## config.mk

```make
export PLATFORM = sky130hd
export DESIGN_NAME = mdu_ctrl
export DESIGN_NICKNAME = d
export VERILOG_FILES = /design/src/rtl/mdu_pkg.sv /design/src/rtl/mdu_iter_core.sv /design/src/rtl/mdu_ctrl.sv
export SDC_FILE = /design/constraint.sdc
export NUM_CORES = 1
export LEC_CHECK = 0
export BUFFER_PORTS_ARGS = -buffer_cell sky130_fd_sc_hd__buf_2
export CORE_UTILIZATION = 65
export CTS_BUF_LIST = sky130_fd_sc_hd__clkbuf_16
export CTS_CLUSTER_DIAMETER = 60
export DETAILED_ROUTE_END_ITERATION = 10
export PLACE_DENSITY = 0.9
export RECOVER_POWER = 25
export SYNTH_ARGS = -nofsm -noshare
export SYNTH_HDL_FRONTEND = slang
export SYNTH_SLANG_ARGS = --single-unit
```

## constraint.sdc

```tcl
create_clock -name clk -period 5 [get_ports clk]
set_input_delay 0.5 -clock clk [delete_from_list [all_inputs] [get_ports clk]]
set_output_delay 0.5 -clock clk [all_outputs]
set_load 0.005 [all_outputs]
```

## src/rtl/mdu_pkg.sv

```systemverilog
// ---------------------------------------------------------------------------
// mdu_pkg
// Shared definitions for the multiply/divide unit:
//   - mdu_op_e      : operation encodings presented on the op port
//   - mdu_state_e   : controller FSM states
//   - ITER_DEFAULT  : default number of radix-2 iterations per operation
//   - DIV0_LO       : LO value written on a divide by zero
//   - mdu_abs       : magnitude helper used when launching signed operations
// ---------------------------------------------------------------------------
package mdu_pkg;

   typedef enum logic [1:0] {
      OP_MULT  = 2'b00,
      OP_MULTU = 2'b01,
      OP_DIV   = 2'b10,
      OP_DIVU  = 2'b11
   } mdu_op_e;

   typedef enum logic [1:0] {
      ST_IDLE = 2'b00,
      ST_CALC = 2'b01,
      ST_FIX  = 2'b10
   } mdu_state_e;

   localparam int ITER_DEFAULT = 32;

   localparam logic [31:0] DIV0_LO = 32'hFFFF_FFFF;

   // Magnitude of a 32-bit operand. INT_MIN maps onto 0x80000000, which is
   // still the correct magnitude when read as an unsigned number.
   function automatic logic [31:0] mdu_abs(input logic [31:0] value, input logic is_signed);
      logic [31:0] result;
      result = value;
      if (is_signed && value[31]) begin
         result = -value;
      end
      return result;
   endfunction

endpackage

```

## src/rtl/mdu_iter_core.sv

```systemverilog
// ---------------------------------------------------------------------------
// mdu_iter_core
// Purely combinational single-step datapath for the multiply/divide unit.
// One call of this block advances the {acc_hi, acc_lo} accumulator by one
// radix-2 iteration.
//   is_div   in   1   1 = restoring divide step, 0 = shift/add multiply step
//   acc_hi   in  32   upper accumulator (partial product / partial remainder)
//   acc_lo   in  32   lower accumulator (multiplier bits / dividend->quotient)
//   operand  in  32   multiplicand magnitude or divisor magnitude
//   next_hi  out 32   accumulator upper half after this iteration
//   next_lo  out 32   accumulator lower half after this iteration
// ---------------------------------------------------------------------------
module mdu_iter_core (
   input  logic        is_div,
   input  logic [31:0] acc_hi,
   input  logic [31:0] acc_lo,
   input  logic [31:0] operand,
   output logic [31:0] next_hi,
   output logic [31:0] next_lo
);

   logic [32:0] sum;
   logic [32:0] shifted;
   logic        fits;

   // Multiply: conditionally add the multiplicand into the upper half, then
   // shift the 65-bit {carry, hi, lo} right by one so the carry is kept.
   // Divide: shift the next dividend bit into the partial remainder and
   // subtract the divisor when it fits. The true difference is always below
   // 2^32 when it fits, so a 32-bit wrapped subtract gives the exact value.
   always_comb begin
      sum     = {1'b0, acc_hi} + (acc_lo[0] ? {1'b0, operand} : 33'd0);
      shifted = {acc_hi, acc_lo[31]};
      fits    = (shifted >= {1'b0, operand});
      next_hi = sum[32:1];
      next_lo = {sum[0], acc_lo[31:1]};
      if (is_div) begin
         if (fits) begin
            next_hi = shifted[31:0] - operand;
            next_lo = {acc_lo[30:0], 1'b1};
         end else begin
            next_hi = shifted[31:0];
            next_lo = {acc_lo[30:0], 1'b0};
         end
      end
   end

endmodule

```

## src/rtl/mdu_ctrl.sv

```systemverilog
// ---------------------------------------------------------------------------
// mdu_ctrl
// Iterative multiply/divide unit with architectural HI/LO registers.
// Operations run on operand magnitudes; signs are applied in the final FIX
// cycle so the iterative core only ever sees unsigned arithmetic.
//   clk       in   1   clock, rising edge
//   rstn      in   1   asynchronous active-low reset
//   start     in   1   launch op with operands a, b (ignored while busy)
//   op        in   2   00 MULT, 01 MULTU, 10 DIV, 11 DIVU
//   a         in  32   multiplicand / dividend
//   b         in  32   multiplier / divisor
//   mthi      in   1   write wdata into hi (idle only, start wins)
//   mtlo      in   1   write wdata into lo (idle only, start wins)
//   wdata     in  32   data for mthi/mtlo
//   hilo_use  in   1   current instruction needs hi/lo or the unit
//   hi, lo    out 32   architectural HI/LO
//   busy      out  1   operation in progress
//   stall     out  1   busy & hilo_use
// ---------------------------------------------------------------------------
module mdu_ctrl
   import mdu_pkg::*;
#(
   parameter int ITER = ITER_DEFAULT
) (
   input  logic        clk,
   input  logic        rstn,
   input  logic        start,
   input  logic [1:0]  op,
   input  logic [31:0] a,
   input  logic [31:0] b,
   input  logic        mthi,
   input  logic        mtlo,
   input  logic [31:0] wdata,
   input  logic        hilo_use,
   output logic [31:0] hi,
   output logic [31:0] lo,
   output logic        busy,
   output logic        stall
);

   localparam int CNT_W = $clog2(ITER + 1);
   localparam logic [CNT_W-1:0] LAST_CNT = CNT_W'(ITER - 1);

   mdu_state_e       state;
   mdu_op_e          op_q;
   logic [CNT_W-1:0] cnt;
   logic [31:0]      operand_q;
   logic [31:0]      acc_hi;
   logic [31:0]      acc_lo;
   logic             neg_lo;
   logic             neg_hi;
   logic             div0;

   logic             op_signed;
   logic             op_is_div;
   logic [31:0]      mag_a;
   logic [31:0]      mag_b;
   logic [31:0]      step_hi;
   logic [31:0]      step_lo;
   logic [63:0]      product;
   logic [31:0]      fix_hi;
   logic [31:0]      fix_lo;

   // Launch-time decode of the incoming operation and operand magnitudes.
   // MULT and DIV are the signed forms, i.e. op[0] low.
   always_comb begin
      op_signed = ~op[0];
      op_is_div = op[1];
      mag_a     = mdu_abs(a, op_signed);
      mag_b     = mdu_abs(b, op_signed);
   end

   mdu_iter_core u_core (
      .is_div  (op_q[1]),
      .acc_hi  (acc_hi),
      .acc_lo  (acc_lo),
      .operand (operand_q),
      .next_hi (step_hi),
      .next_lo (step_lo)
   );

   // Sign correction of the finished magnitude result. A divide by zero
   // already leaves the dividend magnitude in acc_hi, so the remainder sign
   // rule reproduces a exactly; only LO needs overriding.
   always_comb begin
      product = {acc_hi, acc_lo};
      if (neg_lo) begin
         product = -{acc_hi, acc_lo};
      end
      if (op_q[1]) begin
         fix_hi = neg_hi ? -acc_hi : acc_hi;
         fix_lo = neg_lo ? -acc_lo : acc_lo;
         if (div0) begin
            fix_lo = DIV0_LO;
         end
      end else begin
         fix_hi = product[63:32];
         fix_lo = product[31:0];
      end
   end

   // Controller FSM. IDLE latches a new operation (start beats any move),
   // CALC runs ITER core iterations, FIX commits the signed result to HI/LO.
   // HI/LO change only through moves in IDLE or the FIX commit.
   always_ff @(posedge clk or negedge rstn) begin
      if (!rstn) begin
         state     <= ST_IDLE;
         op_q      <= OP_MULT;
         cnt       <= '0;
         operand_q <= '0;
         acc_hi    <= '0;
         acc_lo    <= '0;
         neg_lo    <= 1'b0;
         neg_hi    <= 1'b0;
         div0      <= 1'b0;
         busy      <= 1'b0;
         hi        <= '0;
         lo        <= '0;
      end else begin
         unique case (state)
            ST_IDLE: begin
               if (start) begin
                  state  <= ST_CALC;
                  op_q   <= mdu_op_e'(op);
                  cnt    <= '0;
                  busy   <= 1'b1;
                  acc_hi <= '0;
                  div0   <= op_is_div && (b == 32'd0);
                  neg_lo <= op_signed && (a[31] ^ b[31]);
                  neg_hi <= op_signed && op_is_div && a[31];
                  if (op_is_div) begin
                     operand_q <= mag_b;
                     acc_lo    <= mag_a;
                  end else begin
                     operand_q <= mag_a;
                     acc_lo    <= mag_b;
                  end
               end else begin
                  if (mthi) begin
                     hi <= wdata;
                  end
                  if (mtlo) begin
                     lo <= wdata;
                  end
               end
            end
            ST_CALC: begin
               acc_hi <= step_hi;
               acc_lo <= step_lo;
               cnt    <= cnt + 1'b1;
               if (cnt == LAST_CNT) begin
                  state <= ST_FIX;
               end
            end
            ST_FIX: begin
               hi    <= fix_hi;
               lo    <= fix_lo;
               busy  <= 1'b0;
               state <= ST_IDLE;
            end
            default: begin
               state <= ST_IDLE;
               busy  <= 1'b0;
            end
         endcase
      end
   end

   assign stall = busy & hilo_use;

endmodule

```

==> flow_summary_export.csv <==
group,metric,value,unit
status,status,"finished with violations",
status,violations,"capacitance limit, slew limit",
pwr,p_leak,7.159,nW
synth,postSynthAreaPerCell,7.849,µm²
clock_network,post_cts_resized,0,
sta,worst_pin_slew,2.835,ns
detailed_routing,dr.pass1.iters,6,
clock_network,cts_sinks,173,
critical_path,worstPathArrival,4.53,ns
placed_design,placement.io_buffers,169,
synth,ys_ff_latch,173,
synth,ys_types,73,
synth,yosys.area.top_type_share,28.92,%
global_route,grt_max_degree,114,
detailed_routing,route.met2.wl,22.27,mm
sta,final-setup-viol-count,0,
synth,synth_common_cells,"o21ai_0 (206), nand2_1 (197), a21oi_1 (187), dfrtp_1 (173), nor2_1 (163)",
detailed_routing,drt-initial-drc-count,1775,
sta,finalHoldViolCount,0,
run,drv_cap,1,
pwr,p_sw,5.495,mW
sta,slew_headroom,-89.00,%
floorplan,fp.coreArea,22640,µm²
clock_network,tritoncts,"done",
synth,seq_area_frac_synth,28.92,%
global_route,grt_use_total,43.45,%
detailed_routing,dr_wl_met3,4.979,mm
synth,synthTopCellsByArea,"dfrtp_1 (29%), o21ai_0 (6.9%), a21oi_1 (6.3%)",
pwr,clkPwrFrac,13.5,%
synth,synth_warnings,0,
detailed_routing,ant_nets,0,
layout,multi_input_comb_area,9961,µm²
critical_path,startpoint_type,"flip-flop",
sta,tns,0,ns
clock_network,htree_levels,4,
floorplan,start_util,66.11,%
detailed_routing,drc,0,
layout,final_net_count,2170,
sta,period_share,83.90,%
pwr,power_density,644.5,nW/µm²
sta,fin_crit,4.195,ns
synth,syn_nets,2082,
pwr,swShare,51.55,%
floorplan,die_y,153.8,µm
critical_path,crit_required,5.33,ns
synth,syn-instance-count,1907,
sta,rsz0062_at_grt,"no",
global_route,grt-ovfl-total,0,
sta,slew_violations,114,
synth,synth_edf_count,0,
global_route,grt_pass1_wl,79.82,mm
detailed_routing,wirelength,50.70,mm
layout,final_util,73.04,%
critical_path,crit_fanout,18,
detailed_routing,wl_met1,20.60,mm
clock_network,clk_latency,0.45,ns
clock_network,clockBufferDepth,2,
global_route,antenna_found_initial,0,
pwr,seq_power_share,25.6,%
detailed_routing,num_vias,15580,
synth,ys_async_sr_fraction,100.0,%
sta,clock_skew,0.01385,ns
floorplan,die_x,153.8,µm
layout,n_fill_cell,1765,
detailed_routing,viasPerCell,6.796,
synth,synth_most_common_cell,"o21ai_0",
pwr,combinationalPowerShare,61.0,%
critical_path,worstSetupPathType,"reg -> reg",
layout,diodes,0,
layout,regArea,4330,µm²
detailed_routing,routed.top_layer,"met4",
layout,layout-drive-gt1-share,12.60,%
floorplan,die_area,23640,µm²
synth,synth_area_leader_cell,"dfrtp_1",
floorplan,io_pins,170,
critical_path,endpoint_kind,"flip-flop",
placed_design,gp_congestion,1.019,
clock_network,clkTransAtPathRegs,0.08,ns
min_path,hp-class,"in -> reg",
synth,synth_flop_cell,"dfrtp_1",
detailed_routing,wl_per_cell,22.11,µm
clock_network,cts_inserted_buffers,17,
clock_network,root_buffer,"clkbuf_16",
sta,clock.fmax,238.4,MHz
clock_network,post_cts_buffers,0,
pwr,p_int,5.163,mW
clock_network,hold_buffers,0,
global_route,grt_pass1_vias,14610,
layout,area_delta_synth_final,10.47,%
pwr,peakVddDrop,0.3851,mV
floorplan,rows,55,
placed_design,hpwl,38.54,mm
synth,syn_area,14970,µm²
-- power groups by stage --
stage               Combinational (mW)  Sequential (mW)  Clock [mW]
CTS                               6.32             2.68        1.42
floorplan                         4.72             2.36           0
global route                      7.07             2.78        1.48
global placement                  6.17             2.66           0
detailed placement                6.27             2.70           0
finish                            6.50             2.73        1.43
-- through the flow --
stage	worst slack [ns]	hold slack, ns	area [µm²]	instances	total power [mW]
3_5_place_dp	0.8825	0.4656	15910	2261	8.967
5_1_grt	0.5779	0.3119	16540	2293	11.32
2_1_floorplan	1.749	0.2044	14970	1907	7.078
6_report	0.8048	0.3147	16540	2293	10.66
3_3_place_gp	1.103	0.4561	15910	2261	8.834
4_1_cts	0.8613	0.2337	16540	2293	10.42
-- sequential cells by signal, indices dropped and copies added, names as in the netlist, 2 cells and up --
| register | cells |
|---|---|
| acc_hi | 32 |
| operand_q | 32 |
| cnt | 6 |
| acc_lo | 32 |
| hi | 32 |
| state | 2 |
| lo | 32 |
-- critical path, stage by stage, from the launching register on --
cell     delay (ns)
dfrtp_1        0.49
ha_1           0.38
a21oi_1        0.33
a21oi_1        0.12
nor2b_1        0.16
nor3b_1        0.38
a21oi_1        0.29
o31ai_4        0.73
nand2_2        0.50
o311a_1        0.44
a32o_1         0.25
-- cell usage in the layout, fill, tap and decap left out, types with 9 or more instances in the layout --
cell	synthesis	layout
a22oi_1	18	18
ha_1	69	69
buf_2	6	168
o22ai_1	25	25
a211oi_1	60	60
xnor2_1	97	97
nand3_1	27	27
and2_1	9	9
nand2_1	197	196
dfrtp_1	173	172
xor2_1	74	74
nand4_1	14	14
nor2_1	163	162
buf_4	0	20
a221o_1	12	12
inv_1	68	68
nor2b_1	21	19
nor3_1	41	41
nand2b_1	22	22
o31ai_1	28	28
a21oi_1	187	187
o21ai_0	206	206
a21o_1	27	27
o211ai_1	15	15
nor4_1	11	11
or4_1	12	12
clkbuf_16	0	17
mux2i_1	73	73
a31oi_1	24	24
-- final timing paths --
path	slack [ns]	cells after the start	startpoint	end
min in group asynchronous	0.91	1	rstn	lo[4]$_DFFE_PN0P_
worst min-delay path	0.31	2	wdata[25]	lo[25]$_DFFE_PN0P_
worst max register to register	0.80	10	acc_hi[9]$_DFFE_PN0P_	acc_hi[31]$_DFFE_PN0P_
worst max-delay path	0.80	10	acc_hi[9]$_DFFE_PN0P_	acc_hi[31]$_DFFE_PN0P_
max in group asynchronous	2.39	1	rstn	acc_hi[28]$_DFFE_PN0P_
worst min register to register	0.48	2	lo[12]$_DFFE_PN0P_	lo[12]$_DFFE_PN0P_
-- cell type report --
type	instances	area share, %
Multi-Input combinational cell	1546	60.24
Sequential cell	173	26.19
Inverter	68	1.544
Timing Repair Buffer	189	6.023
Clock inverter	15	1.279
Tap cell	285	2.156
Clock buffer	17	2.573
-- kinds of logic after synthesis --
family,after synthesis,share of synthesized area [%]
buf+inv,188,4.815
simple gates,554,17.28
compound gates,676,27.99
flops,173,28.92
xor+xnor,171,10.01
fa+ha+maj,71,6.035
mux,74,4.957
-- layer usage --
metal / vias to the layer above / GRT usage [%]
li1: 7101 / -
met3: 181 / 7.892
met5: - / 0
met4: 0 / 22.81
met1: 7342 / 58.21
met2: 960 / 67.14
Power figures use the tool's default switching activity.
